### src/rtl/i2c_txn_arbiter_pkg.sv
// ----------------------------------------------------------------------------
// i2c_arb_pkg
// Shared definitions for the I2C transaction arbiter: descriptor field widths,
// the WAIT_BUSY limit, the sequencer state encoding and a small helper that
// steers the byte count onto the tx or rx count of the engine.
// Ports: none (package).
// ----------------------------------------------------------------------------
package i2c_arb_pkg;

  localparam int DEV_W = 10;
  localparam int REG_W = 16;
  localparam int CNT_W = 8;

  // Cycles spent in WAIT_BUSY looking for eng_busy before giving up.
  localparam logic [2:0] BUSY_WAIT_LIMIT = 3'd4;

  localparam logic [2:0] S_IDLE      = 3'd0;
  localparam logic [2:0] S_LOAD      = 3'd1;
  localparam logic [2:0] S_START     = 3'd2;
  localparam logic [2:0] S_WAIT_BUSY = 3'd3;
  localparam logic [2:0] S_WAIT_DONE = 3'd4;
  localparam logic [2:0] S_RESP      = 3'd5;
  localparam logic [2:0] S_DRAIN     = 3'd6;

  typedef enum logic [2:0] {
    ST_IDLE      = S_IDLE,
    ST_LOAD      = S_LOAD,
    ST_START     = S_START,
    ST_WAIT_BUSY = S_WAIT_BUSY,
    ST_WAIT_DONE = S_WAIT_DONE,
    ST_RESP      = S_RESP,
    ST_DRAIN     = S_DRAIN
  } arb_state_e;

  // Returns the byte count when the transfer direction matches the counter
  // being loaded, zero otherwise (a read loads rx_count, a write tx_count).
  function automatic logic [CNT_W-1:0] dir_count(input logic is_read,
                                                 input logic want_read,
                                                 input logic [CNT_W-1:0] count);
    return (is_read == want_read) ? count : {CNT_W{1'b0}};
  endfunction

endpackage

### src/rtl/i2c_txn_arbiter_if.sv
// ----------------------------------------------------------------------------
// i2c_txn_arbiter_if
// Client-side request/response bundle of the I2C transaction arbiter.
// Ports (signals): req_valid/req_ready handshake, per-client descriptor
// (req_rw, req_10bit, req_dev_addr, req_reg_addr, req_reg_addr_len,
// req_count) and the one-hot response rsp_valid with rsp_ack_error and
// rsp_timeout. Client i occupies slice i of every packed field.
// Modports: master = clients, slave = arbiter.
// ----------------------------------------------------------------------------
interface i2c_txn_arbiter_if
  import i2c_arb_pkg::*;
#(
  parameter int NUM_REQ = 4
);
  logic [NUM_REQ-1:0]       req_valid;
  logic [NUM_REQ-1:0]       req_ready;
  logic [NUM_REQ-1:0]       req_rw;
  logic [NUM_REQ-1:0]       req_10bit;
  logic [NUM_REQ*DEV_W-1:0] req_dev_addr;
  logic [NUM_REQ*REG_W-1:0] req_reg_addr;
  logic [NUM_REQ-1:0]       req_reg_addr_len;
  logic [NUM_REQ*CNT_W-1:0] req_count;
  logic [NUM_REQ-1:0]       rsp_valid;
  logic                     rsp_ack_error;
  logic                     rsp_timeout;

  modport master (
    output req_valid, req_rw, req_10bit, req_dev_addr, req_reg_addr,
           req_reg_addr_len, req_count,
    input  req_ready, rsp_valid, rsp_ack_error, rsp_timeout
  );

  modport slave (
    input  req_valid, req_rw, req_10bit, req_dev_addr, req_reg_addr,
           req_reg_addr_len, req_count,
    output req_ready, rsp_valid, rsp_ack_error, rsp_timeout
  );
endinterface

### src/rtl/i2c_txn_arbiter_rr_arbiter.sv
// ----------------------------------------------------------------------------
// rr_arbiter
// Combinational round-robin priority picker. Search starts at last_grant+1
// (mod NUM_REQ) and wraps; the first requesting client wins.
// Ports: req (request vector), last_grant (previous winner index),
//        grant (one-hot winner), grant_idx (winner index), any_grant.
// ----------------------------------------------------------------------------
module rr_arbiter #(
  parameter int NUM_REQ = 4
) (
  input  logic [NUM_REQ-1:0]         req,
  input  logic [$clog2(NUM_REQ)-1:0] last_grant,
  output logic [NUM_REQ-1:0]         grant,
  output logic [$clog2(NUM_REQ)-1:0] grant_idx,
  output logic                       any_grant
);
  localparam int IDX_W = $clog2(NUM_REQ);

  logic [IDX_W-1:0] cand_s;
  logic             hit_s;

  // Rotating priority search: first requester after last_grant wins.
  always_comb begin
    grant     = '0;
    grant_idx = '0;
    any_grant = 1'b0;
    cand_s    = '0;
    hit_s     = 1'b0;
    for (int off = 1; off <= NUM_REQ; off++) begin
      cand_s        = IDX_W'((int'(last_grant) + off) % NUM_REQ);
      hit_s         = !any_grant && req[cand_s];
      grant[cand_s] = hit_s;
      grant_idx     = hit_s ? cand_s : grant_idx;
      any_grant     = any_grant | hit_s;
    end
  end
endmodule

### src/rtl/i2c_txn_arbiter.sv
// ----------------------------------------------------------------------------
// i2c_txn_arbiter
// Grants the shared I2C engine round-robin to NUM_REQ clients, loads the
// winner's descriptor into the engine configuration, issues one start pulse,
// waits for completion and returns a one-hot response with ACK-error and
// timeout status. All outputs are registered; reset is synchronous.
// Optional feature: define I2C_ARB_TIMEOUT_EN to add a WAIT_DONE watchdog of
// TIMEOUT_CYCLES clocks (otherwise rsp_timeout stays 0 and WAIT_DONE waits
// forever).
// Ports:
//   clk, rst                 clock, synchronous active-high reset
//   cli (slave modport)      client request/response bundle
//   grant_id, arb_busy       current owner (valid while busy), in-flight flag
//   eng_enable, eng_10bit_addr, eng_reg_addr_len, eng_dev_addr,
//   eng_reg_addr, eng_tx_count, eng_rx_count   engine configuration
//   eng_tx_start, eng_rx_start                 engine start pulses
//   eng_busy, eng_done, eng_ack_error          engine status
// ----------------------------------------------------------------------------
module i2c_txn_arbiter
  import i2c_arb_pkg::*;
#(
  parameter int NUM_REQ        = 4,
  parameter int TIMEOUT_CYCLES = 1_000_000
) (
  input  logic                       clk,
  input  logic                       rst,
  i2c_txn_arbiter_if.slave           cli,
  output logic [$clog2(NUM_REQ)-1:0] grant_id,
  output logic                       arb_busy,
  output logic                       eng_enable,
  output logic                       eng_10bit_addr,
  output logic                       eng_reg_addr_len,
  output logic [DEV_W-1:0]           eng_dev_addr,
  output logic [REG_W-1:0]           eng_reg_addr,
  output logic [CNT_W-1:0]           eng_tx_count,
  output logic [CNT_W-1:0]           eng_rx_count,
  output logic                       eng_tx_start,
  output logic                       eng_rx_start,
  input  logic                       eng_busy,
  input  logic                       eng_done,
  input  logic                       eng_ack_error
);
  localparam int IDX_W = $clog2(NUM_REQ);
  localparam logic [NUM_REQ-1:0] ONE_HOT0 = {{(NUM_REQ-1){1'b0}}, 1'b1};

  arb_state_e         state_r, state_nxt_s;
  logic [IDX_W-1:0]   last_grant_r;
  logic [NUM_REQ-1:0] grant_s;
  logic [IDX_W-1:0]   grant_idx_s;
  logic               any_s, accept_s;
  logic               rw_r;
  logic [2:0]         wb_cnt_r;
  logic               err_nxt_s, tout_nxt_s;
  logic [NUM_REQ-1:0] req_ready_r, rsp_valid_r;
  logic               rsp_ack_error_r, rsp_timeout_r;

  rr_arbiter #(.NUM_REQ(NUM_REQ)) u_rr (
    .req        (cli.req_valid),
    .last_grant (last_grant_r),
    .grant      (grant_s),
    .grant_idx  (grant_idx_s),
    .any_grant  (any_s)
  );

  assign accept_s          = (state_r == ST_IDLE) && any_s;
  assign cli.req_ready     = req_ready_r;
  assign cli.rsp_valid     = rsp_valid_r;
  assign cli.rsp_ack_error = rsp_ack_error_r;
  assign cli.rsp_timeout   = rsp_timeout_r;

`ifdef I2C_ARB_TIMEOUT_EN
  logic [31:0] to_cnt_r;

  // Watchdog: counts cycles spent in WAIT_DONE, cleared on leaving it.
  always_ff @(posedge clk) begin
    if (rst) begin
      to_cnt_r <= 32'd0;
    end else if (state_r == ST_WAIT_DONE && state_nxt_s == ST_WAIT_DONE) begin
      to_cnt_r <= to_cnt_r + 32'd1;
    end else begin
      to_cnt_r <= 32'd0;
    end
  end
`else
  logic unused_cfg_s;
  assign unused_cfg_s = ^32'(TIMEOUT_CYCLES);
`endif

  // Next-state logic and the status carried into RESP.
  always_comb begin
    state_nxt_s = state_r;
    err_nxt_s   = 1'b0;
    tout_nxt_s  = 1'b0;
    case (state_r)
      ST_IDLE: begin
        if (any_s) state_nxt_s = ST_LOAD;
        else       state_nxt_s = ST_IDLE;
      end
      ST_LOAD:  state_nxt_s = ST_START;
      ST_START: state_nxt_s = ST_WAIT_BUSY;
      ST_WAIT_BUSY: begin
        if (eng_busy) begin
          state_nxt_s = ST_WAIT_DONE;
        end else if (wb_cnt_r == BUSY_WAIT_LIMIT) begin
          // Engine never picked up the start: report as an ACK error.
          state_nxt_s = ST_RESP;
          err_nxt_s   = 1'b1;
        end else begin
          state_nxt_s = ST_WAIT_BUSY;
        end
      end
      ST_WAIT_DONE: begin
        if (eng_done) begin
          // eng_ack_error is only meaningful in the eng_done cycle.
          state_nxt_s = ST_RESP;
          err_nxt_s   = eng_ack_error;
        end
`ifdef I2C_ARB_TIMEOUT_EN
        else if (to_cnt_r == 32'(TIMEOUT_CYCLES - 1)) begin
          state_nxt_s = ST_RESP;
          tout_nxt_s  = 1'b1;
        end
`endif
        else begin
          state_nxt_s = ST_WAIT_DONE;
        end
      end
      ST_RESP: state_nxt_s = ST_DRAIN;
      ST_DRAIN: begin
        if (!eng_busy) state_nxt_s = ST_IDLE;
        else           state_nxt_s = ST_DRAIN;
      end
      default: state_nxt_s = ST_IDLE;
    endcase
  end

  // State register.
  always_ff @(posedge clk) begin
    if (rst) state_r <= ST_IDLE;
    else     state_r <= state_nxt_s;
  end

  // Busy-wait counter: restarts at 0 every time WAIT_BUSY is entered.
  always_ff @(posedge clk) begin
    if (rst) begin
      wb_cnt_r <= 3'd0;
    end else if (state_r == ST_WAIT_BUSY && state_nxt_s == ST_WAIT_BUSY) begin
      wb_cnt_r <= wb_cnt_r + 3'd1;
    end else begin
      wb_cnt_r <= 3'd0;
    end
  end

  // Descriptor capture on accept; config is then held until the next accept.
  always_ff @(posedge clk) begin
    if (rst) begin
      last_grant_r     <= IDX_W'(NUM_REQ - 1);
      grant_id         <= '0;
      rw_r             <= 1'b0;
      eng_enable       <= 1'b0;
      eng_10bit_addr   <= 1'b0;
      eng_reg_addr_len <= 1'b0;
      eng_dev_addr     <= '0;
      eng_reg_addr     <= '0;
      eng_tx_count     <= '0;
      eng_rx_count     <= '0;
    end else if (accept_s) begin
      last_grant_r     <= grant_idx_s;
      grant_id         <= grant_idx_s;
      rw_r             <= cli.req_rw[grant_idx_s];
      eng_enable       <= 1'b1;
      eng_10bit_addr   <= cli.req_10bit[grant_idx_s];
      eng_reg_addr_len <= cli.req_reg_addr_len[grant_idx_s];
      eng_dev_addr     <= cli.req_dev_addr[grant_idx_s*DEV_W +: DEV_W];
      eng_reg_addr     <= cli.req_reg_addr[grant_idx_s*REG_W +: REG_W];
      eng_tx_count     <= dir_count(cli.req_rw[grant_idx_s], 1'b0,
                                    cli.req_count[grant_idx_s*CNT_W +: CNT_W]);
      eng_rx_count     <= dir_count(cli.req_rw[grant_idx_s], 1'b1,
                                    cli.req_count[grant_idx_s*CNT_W +: CNT_W]);
    end else if (state_nxt_s == ST_IDLE || tout_nxt_s) begin
      // A watchdog expiry drops enable so the engine abandons the transfer.
      eng_enable <= 1'b0;
    end
  end

  // Single-cycle pulses and busy flag, all decoded from the next state.
  always_ff @(posedge clk) begin
    if (rst) begin
      req_ready_r     <= '0;
      rsp_valid_r     <= '0;
      rsp_ack_error_r <= 1'b0;
      rsp_timeout_r   <= 1'b0;
      eng_tx_start    <= 1'b0;
      eng_rx_start    <= 1'b0;
      arb_busy        <= 1'b0;
    end else begin
      req_ready_r     <= accept_s ? grant_s : '0;
      rsp_valid_r     <= (state_nxt_s == ST_RESP) ? (ONE_HOT0 << grant_id) : '0;
      rsp_ack_error_r <= (state_nxt_s == ST_RESP) && err_nxt_s;
      rsp_timeout_r   <= (state_nxt_s == ST_RESP) && tout_nxt_s;
      eng_tx_start    <= (state_nxt_s == ST_START) && !rw_r;
      eng_rx_start    <= (state_nxt_s == ST_START) && rw_r;
      arb_busy        <= (state_nxt_s != ST_IDLE);
    end
  end
endmodule
### src/flat_wrapper.sv
// flat-port wrapper written by rule: the top's interface ports become plain ports
module i2c_txn_arbiter_flat import i2c_arb_pkg::*;
#(
  parameter int NUM_REQ        = 4,
  parameter int TIMEOUT_CYCLES = 1_000_000
)
  (clk, rst, grant_id, arb_busy, eng_enable, eng_10bit_addr, eng_reg_addr_len, eng_dev_addr, eng_reg_addr, eng_tx_count, eng_rx_count, eng_tx_start, eng_rx_start, eng_busy, eng_done, eng_ack_error, cli_req_valid, cli_req_rw, cli_req_10bit, cli_req_dev_addr, cli_req_reg_addr, cli_req_reg_addr_len, cli_req_count, cli_req_ready, cli_rsp_valid, cli_rsp_ack_error, cli_rsp_timeout);
  i2c_txn_arbiter_if #(.NUM_REQ(NUM_REQ)) cli_i ();
  input  logic clk;
  input  logic rst;
  output logic [$clog2(NUM_REQ)-1:0] grant_id;
  output logic arb_busy;
  output logic eng_enable;
  output logic eng_10bit_addr;
  output logic eng_reg_addr_len;
  output logic [DEV_W-1:0] eng_dev_addr;
  output logic [REG_W-1:0] eng_reg_addr;
  output logic [CNT_W-1:0] eng_tx_count;
  output logic [CNT_W-1:0] eng_rx_count;
  output logic eng_tx_start;
  output logic eng_rx_start;
  input  logic eng_busy;
  input  logic eng_done;
  input  logic eng_ack_error;
  input wire logic [$bits(cli_i.req_valid)-1:0] cli_req_valid;
  input wire logic [$bits(cli_i.req_rw)-1:0] cli_req_rw;
  input wire logic [$bits(cli_i.req_10bit)-1:0] cli_req_10bit;
  input wire logic [$bits(cli_i.req_dev_addr)-1:0] cli_req_dev_addr;
  input wire logic [$bits(cli_i.req_reg_addr)-1:0] cli_req_reg_addr;
  input wire logic [$bits(cli_i.req_reg_addr_len)-1:0] cli_req_reg_addr_len;
  input wire logic [$bits(cli_i.req_count)-1:0] cli_req_count;
  output wire logic [$bits(cli_i.req_ready)-1:0] cli_req_ready;
  output wire logic [$bits(cli_i.rsp_valid)-1:0] cli_rsp_valid;
  output wire logic [$bits(cli_i.rsp_ack_error)-1:0] cli_rsp_ack_error;
  output wire logic [$bits(cli_i.rsp_timeout)-1:0] cli_rsp_timeout;
  assign cli_i.req_valid = cli_req_valid;
  assign cli_i.req_rw = cli_req_rw;
  assign cli_i.req_10bit = cli_req_10bit;
  assign cli_i.req_dev_addr = cli_req_dev_addr;
  assign cli_i.req_reg_addr = cli_req_reg_addr;
  assign cli_i.req_reg_addr_len = cli_req_reg_addr_len;
  assign cli_i.req_count = cli_req_count;
  assign cli_req_ready = cli_i.req_ready;
  assign cli_rsp_valid = cli_i.rsp_valid;
  assign cli_rsp_ack_error = cli_i.rsp_ack_error;
  assign cli_rsp_timeout = cli_i.rsp_timeout;
  i2c_txn_arbiter #(.NUM_REQ(NUM_REQ), .TIMEOUT_CYCLES(TIMEOUT_CYCLES)) u_core (.clk(clk), .rst(rst), .cli(cli_i), .grant_id(grant_id), .arb_busy(arb_busy), .eng_enable(eng_enable), .eng_10bit_addr(eng_10bit_addr), .eng_reg_addr_len(eng_reg_addr_len), .eng_dev_addr(eng_dev_addr), .eng_reg_addr(eng_reg_addr), .eng_tx_count(eng_tx_count), .eng_rx_count(eng_rx_count), .eng_tx_start(eng_tx_start), .eng_rx_start(eng_rx_start), .eng_busy(eng_busy), .eng_done(eng_done), .eng_ack_error(eng_ack_error));
endmodule
### config.mk
export PLATFORM = sky130hd
export DESIGN_NAME = i2c_txn_arbiter_flat
export DESIGN_NICKNAME = d
export VERILOG_FILES = /design/src/rtl/i2c_txn_arbiter_pkg.sv /design/src/rtl/i2c_txn_arbiter_if.sv /design/src/rtl/i2c_txn_arbiter_rr_arbiter.sv /design/src/rtl/i2c_txn_arbiter.sv /design/src/flat_wrapper.sv
export SDC_FILE = /design/constraint.sdc
export NUM_CORES = 1
export LEC_CHECK = 0
export CORE_MARGIN = 2
export CORE_UTILIZATION = 36
export CTS_CLUSTER_DIAMETER = 40
export DETAILED_ROUTE_END_ITERATION = 8
export PLACE_DENSITY = 0.78
export SLEW_MARGIN = 40
export SYNTH_ARGS = -nofsm -noshare
export SYNTH_HDL_FRONTEND = slang
export SYNTH_SLANG_ARGS = --single-unit
export TNS_END_PERCENT = 10
### constraint.sdc
create_clock -name clk -period 3.1 [get_ports clk]
set_input_delay 0.93 -clock clk [delete_from_list [all_inputs] [get_ports clk]]
set_output_delay 0.93 -clock clk [all_outputs]
set_load 0.02 [all_outputs]
# Word level (Yosys, flattened, before mapping)
# Index checks and enable logic that the tools add are counted.
[word_totals]
ff_bits = 68
input_bits = 157
word_cells = 120
[classes]
addsub = 5
n_mul = 1
n_lt_le_gt_ge = 9
eq_ne = 10
shifts = 4
mux = 43
bitwise = 7
reduce_logical = 23
[op_table]
columns = ["cell", "n"]
rows = [
  ["$shiftx A64 B7 Y16", 1],
  ["$shiftx A40 B7 Y10", 1],
  ["$shiftx A32 B6 Y8", 1],
  ["$pmux W3 S7", 1],
  ["$mux W1", 18],
  ["$mux W8", 2],
  ["$eq A3 B3 Y1 const B", 5],
  ["$lt A2 B3 Y1 const B", 5],
  ["$bmux W1 S2", 7],
  ["$bwmux W4", 3],
  ["$eq A3 B2 Y1 const B", 4],
  ["$logic_and A1 B1 Y1", 12],
  ["$mux W3", 3],
  ["$demux W1 S2", 4],
  ["$ge A2 B1 Y1 const B", 4],
  ["$mux W2", 4],
  ["$logic_not A3 Y1", 2],
  ["$reduce_or A2 Y1", 3],
  ["$mul A2 B3 Y5 const B", 1],
  ["$add A2 B1 Y2 const B", 2],
  ["$add A2 B2 Y2 const B", 2],
  ["$and A4 B4 Y4", 1],
  ["$logic_not A1 Y1", 4],
  ["$shl A1 B2 Y4 const A", 1],
  ["7 further kinds", 11],
]

# Logic depth before layout (Yosys ltp)
[logic_depth]
word_depth = 18
depth_mapped = 14
ltp_nobuf = 9

# Modules after synthesis
# Synthesis repeated with hierarchy kept, for this count alone.
[hier_totals]
hier_cells = 353
area_unflattened_um2 = 3779.9
[modules_own_cells]
columns = ["module", "n_inst", "cells_each", "area_per_inst_um2", "seq_area_each_um2"]
rows = [
  ["i2c_txn_arbiter", 1, 305, 3316.9, 1361.3],
  ["rr_arbiter", 1, 48, 462.9, 0.0],
]

# Worst setup path after synthesis
# OpenSTA, ideal clock, no wires.
[synth_timing]
path_kind = "reg-to-reg"
startpoint = "register u_core.last_grant_r[0]"
endpoint = "register u_core.eng_reg_addr[10]"
setup_time_ns = 0.114
t_arrival_ns = 3.002
t_required_ns = 2.986
slack_ns = -0.016
path_stages_with_launch = 14
path_buffers = 5
period_less_slack_ns = 3.116
path_cell_list = "dfxtp_1 -> buf_4 -> inv_1 -> ha_1 -> buf_6 -> mux4_2 -> buf_6 -> o41ai_4 -> nor2_4 -> nand2_4 -> buf_12 -> buf_12 -> o22ai_1 -> a21o_1"
[synth_via]
elab_chain_len = 13
[synth_rtl]
columns = ["element", "line_no", "rtl"]
rows = [
  ["start, declared", "i2c_txn_arbiter.sv:47", "logic [IDX_W-1:0] last_grant_r;"],
  ["start signal, assigned", "i2c_txn_arbiter.sv:157", "last_grant_r <= IDX_W'(NUM_REQ - 1);"],
  ["start signal, assigned", "i2c_txn_arbiter.sv:168", "last_grant_r <= grant_idx_s;"],
  ["$add A2 B1 Y2", "i2c_txn_arbiter_rr_arbiter.sv:30", "cand_s = IDX_W'((int'(last_grant) + off) % NUM_REQ);"],
  ["$bmux W1 S2", "i2c_txn_arbiter_rr_arbiter.sv:31", "hit_s = !any_grant && req[cand_s];"],
  ["$mux W1 (not written as such)", "i2c_txn_arbiter_rr_arbiter.sv:31", ""],
  ["$logic_not A1 Y1", "i2c_txn_arbiter_rr_arbiter.sv:31", ""],
  ["$logic_and A1 B1 Y1", "i2c_txn_arbiter_rr_arbiter.sv:31", ""],
  ["$or A1 B1 Y1", "i2c_txn_arbiter_rr_arbiter.sv:34", "any_grant = any_grant | hit_s;"],
  ["$logic_not A1 Y1", "i2c_txn_arbiter_rr_arbiter.sv:31", ""],
  ["$logic_and A1 B1 Y1", "i2c_txn_arbiter_rr_arbiter.sv:31", ""],
  ["$or A1 B1 Y1", "i2c_txn_arbiter_rr_arbiter.sv:34", ""],
  ["$logic_not A1 Y1", "i2c_txn_arbiter_rr_arbiter.sv:31", ""],
  ["$logic_and A1 B1 Y1", "i2c_txn_arbiter_rr_arbiter.sv:31", ""],
  ["$mux W2 or $or A1 B1 Y1 (tied branches)", "i2c_txn_arbiter_rr_arbiter.sv:33, i2c_txn_arbiter_rr_arbiter.sv:34", ""],
  ["$shiftx A64 B7 Y16 or $logic_and A1 B1 Y1 (tied branches)", "i2c_txn_arbiter.sv:175, i2c_txn_arbiter.sv:65", ""],
  ["end signal, assigned", "i2c_txn_arbiter.sv:175", "eng_reg_addr <= cli.req_reg_addr[grant_idx_s*REG_W +: REG_W];"],
  ["end, declared", "i2c_txn_arbiter.sv:34", "output logic [REG_W-1:0] eng_reg_addr,"],
]
# Parallel ways exist; a longest one is shown, timed or not. The select of a mux whose other input is x is not followed.
# A chain may end at the register's enable or synchronous reset.

# Worst setup path in the final report
[layout_timing]
startpoint = "register u_core.last_grant_r[0]"
endpoint = "register u_core.eng_tx_count[7]"
[layout_via]
elab_chain_len = 15
[layout_rtl]
columns = ["element", "line_no", "rtl"]
rows = [
  ["branches (longest 15 deep; another with $add A2 B1 Y2)", "--", ""],
  ["end signal, assigned", "i2c_txn_arbiter.sv:176", "eng_tx_count <= dir_count(cli.req_rw[grant_idx_s], 1'b0,"],
  ["end, declared", "i2c_txn_arbiter.sv:35", "output logic [CNT_W-1:0] eng_tx_count,"],
]
# Parallel ways; which one is timed is not known. The select of a mux whose other input is x is not followed.

==> impl_metrics.csv <==
group,metric,value,unit
run_status,status,"finished, final reports clean",
floorplan,die_h,109,µm
cells_and_area,antenna_cells,0,
logic_synthesis,ys_ff_latch,68,
floorplan,ios,217,
sta,setup_ws,150,ps
worst_setup_path,worstSetupPathType,"reg -> reg",
cells_and_area,fillers,885,
power_and_ir_drop,leakagePower,0.00305,µW
global_route,antenna_found_initial,0,
clock_tree,cts_hold_buf,0,
clock_tree,cts-root-buf,"clkbuf_8",
sta,finClkSkew,10.6,ps
sta,maxSlewViolCount,0,
power_and_ir_drop,peakVddDrop,0.622,mV
worst_setup_path,cpMaxStageDelayCell,"mux4_2",
worst_setup_path,worstSetupStartpointType,"flop",
placement,hpwl,10200,µm
global_route,grtUsageTotal,21.0,%
logic_synthesis,synth_cells,403,
logic_synthesis,syn-cell-area,0.00397,mm²
logic_synthesis,synth_xor_area_share,0.221,%
clock_tree,cts_max_path_buffers,2,
floorplan,start_util,36.7,%
logic_synthesis,synth_top_area_share,34.3,%
route,via_count,4028,
worst_setup_path,path_max_fanout,8,
cells_and_area,layout.nets,805,
global_route,grt_pass1_wl,19300,µm
logic_synthesis,synthAdderAreaFrac,3.16,%
logic_synthesis,synthArstFlopShare,0,%
route,ant_nets,0,
logic_synthesis,synth_top_family_by_area,"multiplexers",
route,drc,0,
worst_setup_path,end_kind,"flop",
route,drtIter0Drc,166,
logic_synthesis,yosys.area.top_type,"dfxtp_1",
placement,gp_congestion,0.927,
job,cap_violations,0,
min_path,hold_class,"reg -> reg",
sta,fin_crit_sh,95.2,%
sta,slew_headroom,66.4,%
sta,rsz0062_at_grt,"no",
worst_setup_path,cp.arrival,3190,ps
logic_synthesis,synthMuxAreaShare,24.6,%
worst_setup_path,path_cells,"inv_1 -> ha_1 -> mux4_2 -> buf_4 -> o41ai_4 -> nor2_4 -> and2_4 -> a22oi_4 -> o21ai_1",
clock_tree,cts_tree,"built",
sta,fin_crit,2950,ps
logic_synthesis,synth.area.top_cells,"dfxtp_1 (34%), mux2i_1 (19%), a21o_1 (5.5%), o22ai_1 (4.6%), ha_1 (3.2%)",
sta,finalHoldViolations,0,
route,viasPerCell,5.14,
placement,pre_cts_slack,-402,ps
clock_tree,clkTransAtPathRegs,80,ps
logic_synthesis,synth_cell_types,53,
floorplan,die-area,0.0119,mm²
clock_tree,clock-sinks,68,
power_and_ir_drop,total_power,7120,µW
placement,portBuffers,215,
global_route,grt.overflow.total,0,
logic_synthesis,synth_compound_area_share,20.5,%
floorplan,die_w,109,µm
sta,setup_viol_count_final,0,
sta,fin_setup_tns,0,ps
route,wirelength,13200,µm
logic_synthesis,ys_top_cells_by_count,"mux2i_1 (76), dfxtp_1 (68), nor2_1 (30)",
logic_synthesis,ys_warn_count,0,
global_route,first_global_vias,4018,
cells_and_area,syn_to_final_growth,69.5,%
power_and_ir_drop,power_density,1060,mW/mm²
logic_synthesis,synth_fp_nets,570,
worst_setup_path,required,3340,ps
route,first_pass_iters,4,
clock_tree,cts-buffers-inserted,9,
worst_setup_path,slowest_delay,620,ps
logic_synthesis,ys.flop_type,"dfxtp_1",
global_route,grt_start_max_net_pins,40,
logic_synthesis,seq_area_frac_synth,34.3,%
logic_synthesis,synthMostInstantiatedCell,"mux2i_1",
logic_synthesis,synth_edf_count,0,
floorplan,core_area,0.0108,mm²
sta,tightest_slew,501,ps
floorplan,num_rows,38,
clock_tree,clock_latency,360,ps
clock_tree,htreeDepth,3,
cells_and_area,layout-drive-gt1-share,13.8,%
logic_synthesis,syn_area_per_cell,9.84,µm²
route,wl_per_cell,16.9,µm
logic_synthesis,synth-simple-area-share,9.28,%
sta,timing.fmax,0.339,GHz
cell usage in the layout, fill, tap and decap left out, types with 5 or more instances in the layout:
cell / count
clkdlybuf4s50_1: 211
mux2i_1: 76
dfxtp_1: 68
nor2_1: 30
o22ai_1: 29
a21o_1: 29
buf_4: 29
nand2_1: 24
o21ai_1: 16
inv_1: 11
mux2_2: 10
ha_1: 10
clkbuf_8: 9
buf_12: 8
nor3_1: 5
a31oi_1: 5
a211oi_1: 5
where the power goes:
group	switching [µW]	internal [µW]	total, µW
sequential	167	1150	1320
combinational	2410	2650	5050
clock	373	375	748
worst paths after layout:
| kind | startpoint | endpoint | slack [ps] | cells past startpoint |
|---|---|---|---|---|
| worst max-delay path | u_core.last_grant_r[0]$_SDFFE_PP1P_ | u_core.eng_tx_count[7]$_SDFFE_PP0P_ | 150 | 9 |
| worst min-delay path | u_core.rw_r$_SDFFE_PP0P_ | u_core.eng_tx_start$_SDFF_PP0_ | 450 | 1 |
| worst max register to register | u_core.last_grant_r[0]$_SDFFE_PP1P_ | u_core.eng_tx_count[7]$_SDFFE_PP0P_ | 150 | 9 |
| worst min register to register | u_core.rw_r$_SDFFE_PP0P_ | u_core.eng_tx_start$_SDFF_PP0_ | 450 | 1 |
through the flow:
step | cell area [µm²] | instances | util, % | hold slack [ps]
floorplan | 3970 | 403 | - | 393
global placement | 6370 | 760 | 59.0 | 405
detailed placement | 6370 | 760 | 59.0 | 433
CTS | 6600 | 777 | 61.2 | 448
global route | 6720 | 783 | 62.3 | 456
finish | 6720 | 783 | 62.3 | 446
sequential cells by signal, summed over array words and instances (netlist names):
register and count:
u_core.eng_enable 1, u_core.arb_busy 1, u_core.eng_tx_start 1, u_core.cli.rsp_valid 4, u_core.eng_tx_count 8, u_core.last_grant_r 2
u_core.eng_rx_start 1, u_core.cli.req_ready 4, u_core.grant_id 2, u_core.eng_rx_count 8, u_core.wb_cnt_r 3, u_core.eng_reg_addr 16
u_core.eng_10bit_addr 1, u_core.rw_r 1, u_core.state_r 3, u_core.eng_dev_addr 10, u_core.cli.rsp_ack_error 1, u_core.eng_reg_addr_len 1
what timing repair did:
action / CTS / global route
resized for setup: 4 / 8
pin swaps: 0 / 2
gates cloned: 1 / 2
endpoints found under the setup margin: 12 / 53
hold endpoints to repair: 0 / 0
setup buffers: 0 / 4
area by class of cell:
class | count | area (µm²) | share of cell area (%)
Sequential cell | 68 | 1360 | 20.3
Timing Repair Buffer | 254 | 2580 | 38.5
Clock buffer | 9 | 124 | 1.84
Multi-Input combinational cell | 294 | 2360 | 35.1
Clock inverter | 7 | 76.3 | 1.14
Inverter | 11 | 41.3 | 0.614
Tap cell | 140 | 175 | 2.61
worst max-delay path: cells and delay by family (launching register included):
kind,cells,cell delay (ps)
AOI/OAI and AO/OA,3,830
adders and majority gates,1,460
muxes,1,620
and+or+nand+nor,2,300
DFF,1,340
buffers and inverters,2,280
cells by family (layout without fill, tap and decap cells):
kind of cell,after synthesis,count (layout)
buffers and inverters,42,281
multiplexers,91,91
XOR/XNOR,1,1
AND/OR/NAND/NOR,76,76
other,1,1
AO/OA/AOI/OAI,114,115
flip-flops,68,68
adder cells (fa/ha/maj),10,10
per-layer routing:
metal,track usage [%],vias to the layer above,wire (µm),part of all wire (%)
li1,-,1958,-,-
met1,23.5,1877,4990,38
met2,37.8,173,7000,53
met3,5.20,20,1000,7.6
met4,8.79,0,236,1.8
met5,0,-,0,0
No activity file was read; power rests on OpenSTA's default activity.
